`config.mk`:
```
export PLATFORM = sky130hd
export DESIGN_NAME = lfsr_rng_stream
export DESIGN_NICKNAME = d
export VERILOG_FILES = /design/src/rtl/lfsr_rng_stream.sv
export SDC_FILE = /design/constraint.sdc
export NUM_CORES = 1
export LEC_CHECK = 0
export BUFFER_PORTS_ARGS = -buffer_cell sky130_fd_sc_hd__buf_2
export CAP_MARGIN = 30
export CORE_MARGIN = 4
export CORE_UTILIZATION = 50
export CTS_BUF_LIST = sky130_fd_sc_hd__clkbuf_8
export DETAILED_ROUTE_END_ITERATION = 12
export PLACE_DENSITY = 0.77
export RECOVER_POWER = 100
export SYNTH_ARGS = -nofsm -noshare
export SYNTH_HDL_FRONTEND = slang
export SYNTH_SLANG_ARGS = --single-unit
```
`constraint.sdc`:
```
create_clock -name clk -period 1.31 [get_ports clk]
set_clock_uncertainty 0.1 [all_clocks]
set_input_delay 0.262 -clock clk [delete_from_list [all_inputs] [get_ports clk]]
set_output_delay 0.262 -clock clk [all_outputs]
set_load 0.005 [all_outputs]
```
`src/rtl/lfsr_rng_stream.sv`:
```
// lfsr_rng_stream: pseudo-random sample generator.
//
// A Galois LFSR shifts out one bit per step. OUT_BITS consecutive bits are
// packed into one sample, which is offered on a valid/ready handshake.
//
// Ports:
//   clk          rising-edge clock
//   rst_n        synchronous reset, active-low
//   en           start/continue sample generation
//   seed_load    load seed this cycle (a zero seed is replaced by DEFAULT_SEED)
//   seed         seed value, WIDTH bits
//   out_ready    consumer accepts the current sample
//   out_valid    sample available
//   random_value current sample, OUT_BITS bits
//   seed_err     one-cycle pulse: a zero seed was loaded
//   period_wrap  one-cycle pulse: LFSR stepped back to its start value
//
// Optional feature macro: RNG_PERIOD_CNT_EN enables the start-value register
// and step counter behind period_wrap. Without it period_wrap is tied to 0.
module lfsr_rng_stream #(
    parameter int unsigned      WIDTH        = 16,
    parameter logic [WIDTH-1:0] TAPS         = 16'hB400,
    parameter int unsigned      OUT_BITS     = 4,
    parameter logic [WIDTH-1:0] DEFAULT_SEED = 16'hACE1
) (
    input  logic                clk,
    input  logic                rst_n,
    input  logic                en,
    input  logic                seed_load,
    input  logic [WIDTH-1:0]    seed,
    input  logic                out_ready,
    output logic                out_valid,
    output logic [OUT_BITS-1:0] random_value,
    output logic                seed_err,
    output logic                period_wrap
);

    localparam int unsigned CntW = $clog2(OUT_BITS);

    typedef enum logic [1:0] {StIdle, StGen, StHold} state_e;

    state_e              state_q, state_d;
    logic [WIDTH-1:0]    lfsr_q, lfsr_d;
    logic [OUT_BITS-1:0] smp_q, smp_d;
    logic [CntW-1:0]     cnt_q, cnt_d;
    logic [OUT_BITS-1:0] rv_q, rv_d;
    logic                valid_q, valid_d;
    logic                seed_err_q, seed_err_d;

    logic                bit_out;
    logic [WIDTH-1:0]    lfsr_step;
    logic [OUT_BITS-1:0] smp_next;

    assign bit_out   = lfsr_q[0];
    assign lfsr_step = {1'b0, lfsr_q[WIDTH-1:1]} ^ (bit_out ? TAPS : '0);
    assign smp_next  = {smp_q[OUT_BITS-2:0], bit_out};

    always_comb begin
        state_d    = state_q;
        lfsr_d     = lfsr_q;
        smp_d      = smp_q;
        cnt_d      = cnt_q;
        rv_d       = rv_q;
        valid_d    = valid_q;
        seed_err_d = 1'b0;
        if (seed_load) begin
            // Seed load aborts any sample; random_value keeps its old value.
            lfsr_d     = (seed == '0) ? DEFAULT_SEED : seed;
            seed_err_d = (seed == '0);
            state_d    = StIdle;
            valid_d    = 1'b0;
        end else begin
            unique case (state_q)
                StIdle: begin
                    if (en) begin
                        state_d = StGen;
                        smp_d   = '0;
                        cnt_d   = '0;
                    end
                end
                StGen: begin
                    lfsr_d = lfsr_step;
                    smp_d  = smp_next;
                    cnt_d  = cnt_q + 1'b1;
                    if (cnt_q == CntW'(OUT_BITS - 1)) begin
                        rv_d    = smp_next;
                        valid_d = 1'b1;
                        state_d = StHold;
                    end
                end
                StHold: begin
                    if (out_ready) begin
                        valid_d = 1'b0;
                        if (en) begin
                            state_d = StGen;
                            smp_d   = '0;
                            cnt_d   = '0;
                        end else begin
                            state_d = StIdle;
                        end
                    end
                end
                default: state_d = StIdle;
            endcase
        end
    end

    always_ff @(posedge clk) begin
        if (!rst_n) begin
            state_q    <= StIdle;
            lfsr_q     <= DEFAULT_SEED;
            smp_q      <= '0;
            cnt_q      <= '0;
            rv_q       <= '0;
            valid_q    <= 1'b0;
            seed_err_q <= 1'b0;
        end else begin
            state_q    <= state_d;
            lfsr_q     <= lfsr_d;
            smp_q      <= smp_d;
            cnt_q      <= cnt_d;
            rv_q       <= rv_d;
            valid_q    <= valid_d;
            seed_err_q <= seed_err_d;
        end
    end

    assign out_valid    = valid_q;
    assign random_value = rv_q;
    assign seed_err     = seed_err_q;

`ifdef RNG_PERIOD_CNT_EN
    logic [WIDTH-1:0] start_q, start_d;
    logic [WIDTH-1:0] pcnt_q, pcnt_d;
    logic             wrap_q, wrap_d;
    logic             step;

    assign step = (state_q == StGen) && !seed_load;

    always_comb begin
        start_d = start_q;
        pcnt_d  = pcnt_q;
        wrap_d  = 1'b0;
        if (seed_load) begin
            // lfsr_d already holds the substituted seed.
            start_d = lfsr_d;
            pcnt_d  = '0;
        end else if (step) begin
            if (lfsr_step == start_q) begin
                wrap_d = 1'b1;
                pcnt_d = '0;
            end else begin
                pcnt_d = pcnt_q + 1'b1;
            end
        end
    end

    always_ff @(posedge clk) begin
        if (!rst_n) begin
            start_q <= DEFAULT_SEED;
            pcnt_q  <= '0;
            wrap_q  <= 1'b0;
        end else begin
            start_q <= start_d;
            pcnt_q  <= pcnt_d;
            wrap_q  <= wrap_d;
        end
    end

    assign period_wrap = wrap_q;
`else
    assign period_wrap = 1'b0;
`endif

endmodule

```
* After elaboration in Yosys (flattened, before gate mapping) *
Cells that the tools add are included.

storage, ports and cells
  output and inout port bits = 7
  register bits = 30

cells by class
  equal/unequal tests = 6
  muxes and demuxes = 18
  reductions and logical operators = 11
  bitwise gates (word level) = 3
  add/subtract/negate cells = 1

operator list
  cell                                                              number
  16-bit 2-to-1 mux                                                 4
  16-bit zero test                                                  1
  15-bit by 16-bit bitwise XOR with 16-bit output                   1
  2-bit one-hot mux with 3 select lines                             2
  4-bit one-hot mux with 3 select lines                             1
  3-bit AND reduction                                               4
  2-bit 2-to-1 mux                                                  5
  4-bit 2-to-1 mux                                                  2
  2-bit != test (second input constant)                             3
  2-bit == test (second input constant)                             2
  2-bit nonzero test                                                2
  1-bit 2-to-1 mux                                                  3
  3-bit nonzero test                                                1
  2-bit by 1-bit adder with 2-bit output (second input constant)    1
  2-bit by 1-bit == test with 1-bit output (second input constant)  1
  2-bit zero test                                                   1
  1-bit NOT                                                         2
  1-bit one-hot mux with 2 select lines                             1
  2-bit AND reduction                                               1
  2-bit OR reduction                                                1

* Logic depth before layout (Yosys ltp) *
  depth in word-level cells = 4
  gate-level depth with buffers = 5
  depth with buffers taken out = 4

* Worst setup path before layout *
No wires, ideal clock.

  path type = flip-flop to flip-flop
  from = reg state_q[0]
  to = reg rv_q[0], in the netlist random_value[0]
  stages on the path, launching flop included = 6
  period minus slack after synthesis = 1.360 ns
  data arrival time = 1.133 ns
  setup slack = -0.050 ns
  cells stage by stage = dfxtp_1 -> nor3b_4 -> and2_1 -> buf_6 -> mux2i_1 -> nor2_1

on the way
  cells in the longest elaborated chain, start to end = 2

RTL lines
  element                                   line  RTL
  start: declaration                        42    state_e state_q, state_d;
  start signal: assignment                  110   state_q <= StIdle;
  start signal: assignment                  118   state_q <= state_d;
  2-bit by 1-bit == test with 1-bit output  73    unique case (state_q)
  3-bit AND reduction (no source line)      n/a
  end signal: assignment                    122   rv_q <= rv_d;
  end: declaration                          46    logic [OUT_BITS-1:0] rv_q, rv_d;

No other way between the ends.
A chain may end at the register's enable or synchronous reset.

* Worst setup path after layout *
  from = reg state_q[0]
  to = reg lfsr_q[10]

on the way
  cells in the longest elaborated chain, start to end = 2

RTL lines
  element                                   line  RTL
  2-bit by 1-bit == test with 1-bit output  73
  2-bit nonzero test (no source line)       n/a
  end signal: assignment                    119   lfsr_q <= lfsr_d;
  end: declaration                          43    logic [WIDTH-1:0] lfsr_q, lfsr_d;

No other way between the ends.

==> summary.md <==
| Metric | Value |
|---|---|
| Final WS setup | `-39.0 ps` |
| Fin. Hold Viols | `0` |
| First DRT Iteration DRCs | `47` |
| Ports | `28` |
| Mapped Area | `1350 µm²` |
| Post-route ant nets | `0` |
| First-pass DRT Iterations | `6` |
| Flops & latches, synth | `29` |
| Final period util | `103%` |
| Fin Setup TNS | `-120 ps` |
| Fmax | `741 MHz` |
| Nets | `224` |
| Longest Clk Path Bufs | `2` |
| Initial core utilization | `53.3%` |
| Residual DRC count | `0` |
| Die Y | `59.9 µm` |
| Routed wl met2 | `1.70 mm` |
| Clock-pin slew of the registers on the worst-case setup and hold paths | `60 ps` |
| Die area | `3580 µm²` |
| Most common cell after layout, fill and taps aside | `buf_4` |
| H-Tree Depth | `2` |
| PortBufs | `26` |
| Syn avg cell area | `9.09 µm²` |
| Antenna Cells | `0` |
| Pin count of the biggest net entering global routing | `18` |
| Hold path endpoint | `state_q[0]$_SDFFE_PP0P_` |
| Crit path capture type | `register` |
| CTS tree | `built` |
| Post-DP HPWL | `2.38 mm` |
| Min-Delay Path Depth | `3` |
| R2R cell count | `5` |
| Final setup viols | `6` |
| Aggregate global-route resource usage | `20.9%` |
| MaxCap Viol Count | `0` |
| Clk root buf | `clkbuf_8` |
| Placed Area | `1670 µm²` |
| Initial antenna violation count | `0` |
| CTS Buf Count | `5` |
| Most frequent cells in the layout | `29 x buf_4, 27 x dfxtp_1, 23 x buf_2` |
| Skew-Pair Late Insertion Delay | `280 ps` |
| Met1 Routed Length | `1.46 mm` |
| Inst Count DP | `223` |
| Violated checks | `setup timing` |
| RSZ-0062 raised after global routing | `true` |
| Static Leakage | `0.851 nW` |
| Critical Path AT | `1420 ps` |
| Crit Path Class | `reg2reg` |
| Placer Congestion | `0.885` |
| Final Critical Period | `1350 ps` |
| Overflow after GRT | `0` |
| First-pass GRT wire length | `5.51 mm` |
| Synth top area share | `43.2%` |
| Vias in the first global route | `1228` |
| Pre-CTS setup slack | `-402 ps` |
| Crit-path max FO | `9` |
| WHS | `162 ps` |
| Via density | `5.64` |
| Area leader, netlist | `dfxtp_1` |
| Worst hold-check path type | `in2reg` |
| Power after layout | `1.94 mW` |
| Prevailing post-synth register cell | `dfxtp_1` |
| Area grow syn2layout | `38.6%` |
| Per-cell routed wire length | `14.6 µm` |
| Worst Setup Start Kind | `register` |
| Fin area | `1860 µm²` |
| Rows | `18` |
| FF-to-FF End | `lfsr_q[10]$_SDFFE_PN1P_` |
| Required time of the worst setup path | `1380 ps` |
| Routed met3 length | `201 µm` |
| Peak VDD IR | `0.878 mV` |
| Post-Syn Nets | `170` |
| Top sig layer | `met4` |
| Reg2reg setup slack | `-40 ps` |
| Core Area | `2520 µm²` |
| Slew Viols, Final | `0` |
| Sequential share of the synthesized area | `43.2%` |
| WL final | `3.41 mm` |
| Worst hold start | `en` |
| Run status | `finished, violations left` |
| Die width | `59.9 µm` |
| Power per standard cell area | `1040 nW/µm²` |
| Share of layout cells above drive strength 1 | `38.4%` |
| Sink Count | `29` |
| Final core occ | `73.9%` |
| Synth area leaders | `dfxtp_1 43%, mux2i_1 8.9%, o211a_1 5.2%` |
| Syn Inst Count | `148` |
| EDFF count, synth | `0` |
| Reg2reg start | `state_q[0]$_SDFFE_PP0P_` |
| Via count of the routed design | `1313` |
| Synth unique cells | `31` |
| Synth warn | `0` |
| Layout Cells excl Fill | `233` |
| Ys async rst share | `0%` |
-- critical path, stage by stage (launching register included) --
cell and delay, ps:
dfxtp_4 360, nor2b_4 140, buf_6 150, a21oi_1 140, a31oi_1 70, a211o_1 280
-- how the worst max path moves through the flow --
stage,from,slack (ps),cells past startpoint,end
CTS,state_q[0]$_SDFFE_PP0P_,-20,5,lfsr_q[1]$_SDFFE_PN0P_
global placement,seed[10],-320,6,lfsr_q[10]$_SDFFE_PN1P_
global route,seed[9],-80,6,lfsr_q[7]$_SDFFE_PN1P_
finish,state_q[0]$_SDFFE_PP0P_,-40,5,lfsr_q[10]$_SDFFE_PN1P_
detailed placement,seed[10],-400,6,lfsr_q[7]$_SDFFE_PN1P_
floorplan,state_q[0]$_SDFFE_PP0P_,1,5,random_value[0]$_SDFFE_PN0P_
-- repair_timing --
| item | in CTS | in global routing |
|---|---|---|
| hold buffers | 0 | 0 |
| endpoints found under the setup margin | 20 | 26 |
| gates cloned | 0 | 1 |
| setup buffers | 1 | 0 |
| resized for setup | 6 | 16 |
| pin swaps | 2 | 9 |
-- flip-flops by register name (all words and copies together), names as in the netlist --
register and flops:
smp_q 3, seed_err 1, out_valid 1, random_value 4, cnt_q 2, state_q 2, lfsr_q 16
-- metal layers --
metal / vias up / track usage, %
li1: 635 / -
met1: 624 / 23.7
met2: 48 / 36.6
met3: 6 / 6.48
met4: 0 / 7.59
met5: - / 0
-- synth_stat cells (3+ instances only) --
master and instances:
o211a_1 7, mux2i_1 12, a31oi_1 7, buf_2 3, nor4_1 4, buf_4 4, nand2_1 15, inv_1 6
nand4_1 3, a22oi_1 4, dfxtp_1 29, nor2_1 14, a211o_1 7, a21oi_1 10, nand2b_1 3
-- logic make-up after synthesis --
logic type      Yosys count  synth area share (%)
flops                    29                  43.2
simple gates             46                  17.3
other cells               1                 0.279
compound gates           38                  20.5
buf+inv                  18                  6.98
mux                      12                  8.93
fa+ha+maj                 1                 0.930
xor+xnor                  3                  1.95
-- layout make-up --
cell class,count,area [µm²]
clock buffer,5,68.8
sequential,29,586
tap,30,37.5
clock inverter,3,13.8
multi-input combinational,101,754
inverter,8,30.0
timing repair buffer,57,374
fill,189,658
-- where the power goes --
part / switching, mW / internal, mW / leakage (nW) / total, mW
clock network: 0.330 / 0.359 / 0.0491 / 0.689
logic: 0.142 / 0.156 / 0.562 / 0.299
registers: 0.0286 / 0.922 / 0.239 / 0.951
total: 0.501 / 1.44 / 0.851 / 1.94
No activity file was read; power rests on OpenSTA's default activity.
